[src/rtl/sdp_ram_access_arbiter_pkg.sv]
// Shared types and helpers for the SDP RAM access arbiter.
// FSM state encoding and address-width helper.
package sdp_ram_access_arbiter_pkg;

   typedef enum logic {
      ST_INIT = 1'b0,
      ST_RUN  = 1'b1
   } state_e;

   // Number of bits needed to represent val (log2b(511) = 9).
   function automatic int log2b(input int val);
      int res;
      res = 0;
      for (int i = 0; i < 31; i++) begin
         if ((val >> i) != 0) res = i + 1;
      end
      return res;
   endfunction

endpackage

[src/rtl/sdp_ram_access_arbiter_rr.sv]
// Two-way round-robin arbiter with combinational grant.
// Pointer names the client that wins the next contended cycle.
module sdp_ram_access_arbiter_rr (
   input  logic       clk,
   input  logic       rst,
   input  logic       en_i,
   input  logic [1:0] req_i,
   output logic [1:0] gnt_o
);

   logic ptr_q, ptr_d;

   // Grant a lone requester, or the pointed-at client on contention.
   always_comb begin
      gnt_o = 2'b00;
      if (en_i) begin
         unique case (req_i)
            2'b01:   gnt_o = 2'b01;
            2'b10:   gnt_o = 2'b10;
            2'b11:   gnt_o = ptr_q ? 2'b10 : 2'b01;
            default: gnt_o = 2'b00;
         endcase
      end
      ptr_d = ptr_q;
      if (gnt_o[0]) ptr_d = 1'b1;
      else if (gnt_o[1]) ptr_d = 1'b0;
   end

   // Pointer moves to the other client after every grant.
   always_ff @(posedge clk) begin
      if (rst) ptr_q <= 1'b0;
      else     ptr_q <= ptr_d;
   end

endmodule

[src/rtl/sdp_ram_access_arbiter.sv]
// Shares one simple-dual-port RAM among two writers and two readers.
// Zero-fills the RAM after reset, then arbitrates each port round-robin.
module sdp_ram_access_arbiter
   import sdp_ram_access_arbiter_pkg::*;
#(
   parameter int RAM_WIDTH  = 52,
   parameter int RAM_DEPTH  = 512,
   parameter int ADDR_WIDTH = log2b(RAM_DEPTH - 1),
   parameter int INIT_EN    = 1
) (
   input  logic                  clk,
   input  logic                  rst,
   input  logic                  wr0_req_valid,
   input  logic [ADDR_WIDTH-1:0] wr0_req_addr,
   input  logic [RAM_WIDTH-1:0]  wr0_req_data,
   output logic                  wr0_req_ready,
   input  logic                  wr1_req_valid,
   input  logic [ADDR_WIDTH-1:0] wr1_req_addr,
   input  logic [RAM_WIDTH-1:0]  wr1_req_data,
   output logic                  wr1_req_ready,
   input  logic                  rd0_req_valid,
   input  logic [ADDR_WIDTH-1:0] rd0_req_addr,
   output logic                  rd0_req_ready,
   output logic                  rd0_rsp_valid,
   output logic [RAM_WIDTH-1:0]  rd0_rsp_data,
   input  logic                  rd1_req_valid,
   input  logic [ADDR_WIDTH-1:0] rd1_req_addr,
   output logic                  rd1_req_ready,
   output logic                  rd1_rsp_valid,
   output logic [RAM_WIDTH-1:0]  rd1_rsp_data,
   output logic                  ram_wea,
   output logic [ADDR_WIDTH-1:0] ram_addra,
   output logic [RAM_WIDTH-1:0]  ram_dina,
   output logic [ADDR_WIDTH-1:0] ram_addrb,
   input  logic [RAM_WIDTH-1:0]  ram_doutb,
   output logic                  init_done
);

   localparam logic [ADDR_WIDTH-1:0] LAST_ADDR = ADDR_WIDTH'(RAM_DEPTH - 1);

   state_e                state_q;
   logic [ADDR_WIDTH-1:0] cnt_q;
   logic                  init_done_q;
   logic                  rsp_vld_q;
   logic                  rsp_id_q;
   logic [ADDR_WIDTH-1:0] addrb_q;

   logic       run;
   logic       filling;
   logic [1:0] wr_gnt;
   logic [1:0] rd_gnt;

   assign run     = (state_q == ST_RUN) && !rst;
   assign filling = (state_q == ST_INIT) && !rst;

   sdp_ram_access_arbiter_rr u_wr_arb (
      .clk   (clk),
      .rst   (rst),
      .en_i  (run),
      .req_i ({wr1_req_valid, wr0_req_valid}),
      .gnt_o (wr_gnt)
   );

   sdp_ram_access_arbiter_rr u_rd_arb (
      .clk   (clk),
      .rst   (rst),
      .en_i  (run),
      .req_i ({rd1_req_valid, rd0_req_valid}),
      .gnt_o (rd_gnt)
   );

   assign wr0_req_ready = wr_gnt[0];
   assign wr1_req_ready = wr_gnt[1];
   assign rd0_req_ready = rd_gnt[0];
   assign rd1_req_ready = rd_gnt[1];

   // Write port: fill counter during INIT, granted client during RUN.
   always_comb begin
      ram_wea   = filling | (|wr_gnt);
      ram_addra = cnt_q;
      ram_dina  = '0;
      if (wr_gnt[1]) begin
         ram_addra = wr1_req_addr;
         ram_dina  = wr1_req_data;
      end else if (wr_gnt[0]) begin
         ram_addra = wr0_req_addr;
         ram_dina  = wr0_req_data;
      end
   end

   // Read port: granted address, otherwise hold the previous one.
   always_comb begin
      ram_addrb = addrb_q;
      if (rd_gnt[1])      ram_addrb = rd1_req_addr;
      else if (rd_gnt[0]) ram_addrb = rd0_req_addr;
   end

   // Responses are dropped combinationally while rst is held.
   assign rd0_rsp_valid = rsp_vld_q & ~rsp_id_q & ~rst;
   assign rd1_rsp_valid = rsp_vld_q &  rsp_id_q & ~rst;
   assign rd0_rsp_data  = ram_doutb;
   assign rd1_rsp_data  = ram_doutb;
   assign init_done     = init_done_q & ~rst;

   // INIT/RUN sequencing, fill counter and read-response tracking.
   always_ff @(posedge clk) begin
      if (rst) begin
         state_q     <= (INIT_EN != 0) ? ST_INIT : ST_RUN;
         cnt_q       <= '0;
         init_done_q <= (INIT_EN == 0);
         rsp_vld_q   <= 1'b0;
         rsp_id_q    <= 1'b0;
         addrb_q     <= '0;
      end else begin
         rsp_vld_q <= |rd_gnt;
         rsp_id_q  <= rd_gnt[1];
         addrb_q   <= ram_addrb;
         unique case (state_q)
            ST_INIT: begin
               cnt_q <= cnt_q + 1'b1;
               if (cnt_q == LAST_ADDR) begin
                  state_q     <= ST_RUN;
                  init_done_q <= 1'b1;
               end
            end
            ST_RUN: begin
               state_q <= ST_RUN;
            end
            default: begin
               state_q <= ST_INIT;
            end
         endcase
      end
   end

endmodule
[config.mk]
export PLATFORM = sky130hd
export DESIGN_NAME = sdp_ram_access_arbiter
export DESIGN_NICKNAME = d
export VERILOG_FILES = /design/src/rtl/sdp_ram_access_arbiter_pkg.sv /design/src/rtl/sdp_ram_access_arbiter_rr.sv /design/src/rtl/sdp_ram_access_arbiter.sv
export SDC_FILE = /design/constraint.sdc
export NUM_CORES = 1
export LEC_CHECK = 0
export ABC_AREA = 1
export CAP_MARGIN = 40
export CORE_AREA = 2 2 149 151
export CTS_BUF_LIST = sky130_fd_sc_hd__clkbuf_4 sky130_fd_sc_hd__clkbuf_8
export DETAILED_ROUTE_END_ITERATION = 6
export DIE_AREA = 0 0 151 153
export GPL_ROUTABILITY_DRIVEN = 0
export PLACE_DENSITY = 0.55
export SLEW_MARGIN = 20
export SYNTH_ARGS = -nofsm -noshare
export SYNTH_HDL_FRONTEND = slang
export SYNTH_SLANG_ARGS = --single-unit
[constraint.sdc]
create_clock -name clk -period 1.24 [get_ports clk]
set_input_delay 0.248 -clock clk [delete_from_list [all_inputs] [get_ports clk]]
set_output_delay 0.248 -clock clk [all_outputs]
set_load 0.05 [all_outputs]
==> results.toml, run 1 <==
[yosys]
synth_fa_ha_area_frac = 0.008776
synth_top_family_by_area = "simple AND/OR/NAND/NOR gates"
syn_avg_cell_area_um2 = 5.819
synth_compound_area_frac = 0.05222
synthXorXnorAreaFrac = 0
synth_nets = 690
ys_ff_latch = 24
synthSimpleGateAreaFrac = 0.4019
synth.cell_area_mm2 = 0.002851
muxShareOfSynthArea = 0
syn_inst = 490
seq_area_frac_synth = 0.1685
ys.warnings.count = 0
synth_cell_types = 24

[worst_setup_path]
reg2reg_to = "addrb_q[6]"
required_ns = 0.99
r2r_start = "state_q"
crit_start = "state_q"
reg2reg_depth = 8
cp-start-kind = "flop"
crit_type = "flop to output port"
critPathCapture = "ram_dina[5]"
reg2reg_slack_ns = -0.15
cp-end-kind = "output port"
crit_fanout = 9
crit_arrival_ns = 1.68

[drt]
drt_iter0_drc = 45
first_pass_iters = 4
wirelength_mm = 13.19
vias = 3456
post_drt_wl_per_cell_um = 14.13
ant_nets = 0
viasPerCell = 3.700
drcViolationCount = 0

[sta]
tightest_slew_ns = 0.2539
tns_ns = -48.42
maxSlewHeadroom = 0.8300
finalMaxSlewViolations = 0
final.period_utilization = 1.558
fin_ws_ns = -0.6915
period_minus_slack_ns = 1.932
finalHoldViolCount = 0
grt_setup_unrepaired = "yes"
finalSetupViolations = 85
max_freq_mhz = 517.7
fin_skew_ns = 0.009669

[floorplan]
rows = 54
dieArea_mm2 = 0.02310
die_w_um = 151
io_pins = 380
die_y_um = 153
core-area_mm2 = 0.02149
initial_core_util = 0.1327

[final_layout]
num-nets-final = 856
nFillCells = 2219
synthToLayoutAreaGrowth_pct = 136.9
drive_above_1_share = 0.3976
antenna_cells = 0

[clock_network]
htree_levels = 1
hold_buffers = 0
clk_pin_slew_worst_paths_ns = 0.09
cts_made_buffers = 3
cts_buffer_depth = 2
clk_latency_ns = 0.27
cts_tree = "built"
clock_sinks = 24
cts-root-buf = "clkbuf_8"

[power_and_ir_drop]
cellLeakagePower_nw = 2.830
powerDensity_mw_per_mm2 = 289.1
ir_drop_mv = 0.3032

[hold_path]
hold_class = "input pin to flop"

[place]
dp_hpwl_mm = 10.27
place_ws_ns = -0.8943
port_buffers = 223

[grt]
grt-ovfl-total = 0
grt_pass1_wl_mm = 19.48
grt.total_usage = 0.1068
grt_start_max_net_pins = 29
first_global_vias = 3661
antenna_found_initial = 0

[flow_run]
max_cap_viol_count = 0

[status]
violations = "negative setup slack"
status = "finished, violations left"
[flip-flops by register name, indices dropped and copies added (netlist names)]
register / flops
state_q: 1
u_rd_arb.ptr_q: 1
rsp_id_q: 1
addrb_q: 9
init_done_q: 1
u_wr_arb.ptr_q: 1
cnt_q: 9
rsp_vld_q: 1
[cell usage after synthesis (all sizes together)]
cell	instances	share of area
o21ai	7	0.012
ha	2	0.0088
buf	124	0.32
nand3	15	0.031
o211ai	9	0.024
o22ai	1	0.0022
a21oi	5	0.0088
inv	32	0.042
dfxtp	24	0.17
or2	9	0.020
nand2	222	0.29
o31ai	2	0.0053
clkbuf	2	0.0026
nor2	22	0.031
nor3	2	0.0035
clkinv	1	0.0018
nand4	11	0.024
[metrics by stage]
stage	power, mW	cell area (um2)	cells	util	hold slack, ns
after detailed placement	1.479	6216	908	0.2893	0.4802
final	1.953	6754	934	0.3143	0.3734
after floorplan	1.807	3471	490	-	0.4495
after CTS	1.984	6644	928	0.3092	0.4721
after global routing	2.059	6754	934	0.3143	0.3886
after global placement	1.475	6216	908	0.2893	0.4763
[critical path, stage by stage (launching register included)]
cell       delay, ns
dfxtp_4         0.38
inv_4           0.04
nor2_4          0.14
nand3_4         0.15
clkinv_4        0.13
bufbuf_16       0.28
nand2_1         0.08
nand2_4         0.07
buf_12          0.13
[where the power goes]
part	total, mW	internal, mW	switching [mW]	leakage, nW
clock network	0.476	0.218	0.258	0.0216
logic	0.694	0.494	0.200	2.61
registers	0.783	0.774	0.00839	0.196
[kinds of logic after synthesis]
kind of cell / after synthesis
AO/OA/AOI/OAI: 24
flip-flops: 24
AND/OR/NAND/NOR: 281
buffers and inverters: 159
adder cells (fa/ha/maj): 2
[area by class of cell]
cell class                 instances  area, um2  share of cell area
clock buffer                       3      41.29            0.006113
inverter                          33      151.4             0.02242
multi-input combinational        307       1978              0.2929
sequential                        24      490.5             0.07262
tap                              280      350.3             0.05187
timing repair buffer             287       3742              0.5541
[repair_timing]
action	CTS	global route
pin swaps	9	17
cloned	6	2
setup buffers	12	5
endpoints found under the setup margin	93	91
resized for setup	53	18
[routing by layer]
metal	global-route usage	up-vias	routed length (um)
li1	-	1726	-
met1	0.1163	1482	5031
met2	0.1814	241	6045
met3	0.06418	7	2048
met4	0.01202	0	68
met5	0.01739	-	0
[how the worst min path moves through the flow]
| stage | start | to | slack [ns] | depth (start not counted) |
|---|---|---|---|---|
| after global placement | init_done_q | init_done_q | 0.48 | 2 |
| final | rst | addrb_q[8] | 0.37 | 3 |
| after floorplan | rst | addrb_q[8] | 0.45 | 2 |
| after global routing | rst | addrb_q[8] | 0.39 | 3 |
| after CTS | rst | addrb_q[0] | 0.47 | 3 |
| after detailed placement | init_done_q | init_done_q | 0.48 | 2 |
[placed cells by master, fill, tap and decap left out, types with 2 or more instances in the layout]
cell               n
bufbuf_16          2
nand2_1          137
clkdlybuf4s50_1  140
nand4_1           11
buf_16             3
clkinvlp_4         2
nand2_2           27
nor2_2             2
buf_12            84
buf_6             13
o211ai_1           9
o21ai_0            3
nand3_1           10
dlygate4sd2_1      4
dfxtp_1           20
nor2_4             7
nand3_2            3
buf_4             38
o21ai_1            3
inv_2              3
nor3_1             2
nand2_8            7
clkbuf_8           3
dfxtp_2            2
a21oi_1            5
nor2_1            13
nand2_4           51
or2_0              8
dfxtp_4            2
inv_1             25
nand3_4            2
o31ai_1            2
(Power assumes the default switching activity.)
==> inputs of run 2 (changes only) <==
--- a/config.mk
+++ b/config.mk
@@ -5,7 +5,7 @@
 export SDC_FILE = /design/constraint.sdc
 export NUM_CORES = 1
 export LEC_CHECK = 0
-export ABC_AREA = 1
+export ABC_AREA = 0
 export CAP_MARGIN = 40
 export CORE_AREA = 2 2 149 151
 export CTS_BUF_LIST = sky130_fd_sc_hd__clkbuf_4 sky130_fd_sc_hd__clkbuf_8
==> run 2 against run 1 <==
The run still ends with negative setup slack left. Die area did not move. Synthesized area grew 0.57%. Register-to-register slack lost 0.12 ns. Hold slack lost 0.13 ns. Synthesized cell count shrank 28%. Clock power is 4.6% higher. Wire length increased by 23%. First-iteration DRC count is 64% higher.
==> results.toml, run 2 <==
[status]
status = "finished, violations left"
violations = "negative setup slack"

[worst_setup_path]
crit_type = "flop to output port"
crit_arrival_ns = 1.77
reg2reg_depth = 5
crit_start = "state_q"
cp-end-kind = "output port"
crit_fanout = 7
required_ns = 0.99
r2r_start = "state_q"
cp-start-kind = "flop"
reg2reg_slack_ns = -0.27
reg2reg_to = "cnt_q[7]"
critPathCapture = "ram_addra[5]"

[final_layout]
antenna_cells = 0
layout_common_cells = "clkdlybuf4s50_1, buf_12, buf_4, a22o_4, buf_6"
regArea_um2 = 504.2
final_common_cell = "clkdlybuf4s50_1"
multi_input_area_mm2 = 0.002444
top_regs = "addrb_q: 9 flops, cnt_q: 9 flops"
nFillCells = 2100
drive_above_1_share = 0.5879
design_area_mm2 = 0.007340
synthToLayoutAreaGrowth_pct = 155.9
num-nets-final = 748

[sta]
grt_setup_unrepaired = "yes"
finalHoldViolCount = 0
maxSlewHeadroom = 0.7747
finalSetupViolations = 91
fin_ws_ns = -0.7772
fin_skew_ns = 0.005504
period_minus_slack_ns = 2.017
finalMaxSlewViolations = 0
final.period_utilization = 1.627
max_freq_mhz = 495.7
tightest_slew_ns = 0.3357

[drt]
ant_nets = 0
first_pass_iters = 4
post_drt_wl_per_cell_um = 19.67
viasPerCell = 4.271
drt_iter0_drc = 74
wirelength_mm = 16.25
drcViolationCount = 0
vias = 3528

[grt]
grt_start_max_net_pins = 26
antenna_found_initial = 0
first_global_vias = 3874
grt.total_usage = 0.1290
grt_pass1_wl_mm = 23.01
grt-ovfl-total = 0

[clock_network]
cts_made_buffers = 3
cts_tree = "built"
htree_levels = 1
cts_buffer_depth = 2
clk_latency_ns = 0.28
cts-root-buf = "clkbuf_8"
clock_sinks = 24
clk_pin_slew_worst_paths_ns = 0.09

[floorplan]
initial_core_util = 0.1335
die_w_um = 151
rows = 54
core-area_mm2 = 0.02149
dieArea_mm2 = 0.02310
die_y_um = 153
io_pins = 380

[yosys]
syn_inst = 352
seq_area_frac_synth = 0.1675
async_flop_share = 0
synth_cell_types = 37
synth.cell_area_mm2 = 0.002868
netlist_top_cells_count = "buf_4, a22o_1, dfxtp_1, o21ai_0"
synth_edf_count = 0
ys.flop_type = "dfxtp_1"
synth_most_common_cell = "buf_4"
ys_ff_latch = 24
synth_top_area_cell = "buf_4"
synth_nets = 552
syn_avg_cell_area_um2 = 8.147
synth_area_leaders = "buf_4, dfxtp_1, a22o_1"
ys.warnings.count = 0
synth_top_area_frac = 0.2749

[flow_run]
max_cap_viol_count = 0

[power_and_ir_drop]
powerDensity_mw_per_mm2 = 284.1
ir_drop_mv = 0.2929
power_mw = 2.085
cellLeakagePower_nw = 2.965

[hold_path]
min-delay-start = "rst"
hold_class = "input pin to flop"

[place]
placed_area_mm2 = 0.006621
port_buffers = 223
dp_hpwl_mm = 12.06
==> run 2: cell types whose count changed after synthesis, sizes merged, moves of 9 or more <==
cell,previous run,this run
o21ai,7,21
a311oi,0,9
nor3,2,18
nand3,15,2
nand4,11,1
a31oi,0,18
nand2,222,4
or3b,0,18
a22o,0,52
o211ai,9,0
inv,32,4
==> run 2: worst min-delay path by stage <==
stage                          end  slack [ns]  cells past startpoint
floorplan              init_done_q        0.43                      2
global placement       init_done_q        0.45                      2
detailed placement     init_done_q        0.45                      2
CTS                 u_wr_arb.ptr_q        0.24                      3
global route        u_wr_arb.ptr_q        0.24                      3
finish              u_wr_arb.ptr_q        0.25                      3
==> run 2: per-layer routing <==
metal  routed length (um)  track usage  up-vias  part of all wire
li1                     -            -     1598                 -
met1                 5944       0.1401     1664              0.37
met2                 8065       0.2266      237              0.50
met3                 1991      0.06597       27              0.12
met4                  203      0.01869        2             0.012
met5                   43      0.01304        -            0.0026
==> run 2: final cells by class <==
cell class,count,share of cell area
timing repair inverter,1,0.001534
clock buffer,3,0.005626
sequential,24,0.06870
inverter,4,0.004262
tap,280,0.04773
timing repair buffer,315,0.5392
multi-input combinational,199,0.3329
==> run 2: power by group <==
part / leakage [nW] / switching, mW / internal, mW / total [mW]
Combinational: 2.74 / 0.252 / 0.550 / 0.801
Sequential: 0.200 / 0.0110 / 0.775 / 0.786
Clock: 0.0216 / 0.279 / 0.219 / 0.498
Total: 2.96 / 0.542 / 1.54 / 2.08
==> run 2: stage by stage <==
stage / utilization / setup slack, ns / cells / setup TNS (ns) / hold slack, ns
floorplan: - / -0.4596 / 352 / -30.50 / 0.4286
global route: 0.3416 / -0.8491 / 826 / -62.74 / 0.2369
finish: 0.3416 / -0.7772 / 826 / -56.74 / 0.2454
CTS: 0.3318 / -0.7932 / 819 / -57.35 / 0.2408
detailed placement: 0.3082 / -1.055 / 792 / -79.71 / 0.4505
global placement: 0.3082 / -0.9959 / 792 / -76.61 / 0.4455
==> run 2: critical path, cell delays in order, from the launching register on <==
cell,delay (ns)
dfxtp_4,0.43
nand3b_4,0.14
buf_6,0.16
or3b_4,0.39
a31oi_4,0.19
buf_12,0.17
==> run 2: kinds of logic (layout without fill, tap and decap cells) <==
group / after synthesis / count (layout) / synth area share
flops: 24 / 24 / 0.1675
simple gates: 77 / 83 / 0.1819
compound gates: 108 / 108 / 0.2788
xor+xnor: 4 / 4 / 0.01222
buf+inv: 135 / 323 / 0.3438
fa+ha+maj: 2 / 2 / 0.008725
mux: 2 / 2 / 0.006981
==> run 2: timing repair <==
item	in CTS	in global routing
gates cloned	9	3
hold buffers	0	0
setup endpoints to repair	95	94
setup buffers	16	4
gates resized for setup	73	39
pin swaps	19	17
endpoints found under the hold margin	0	0
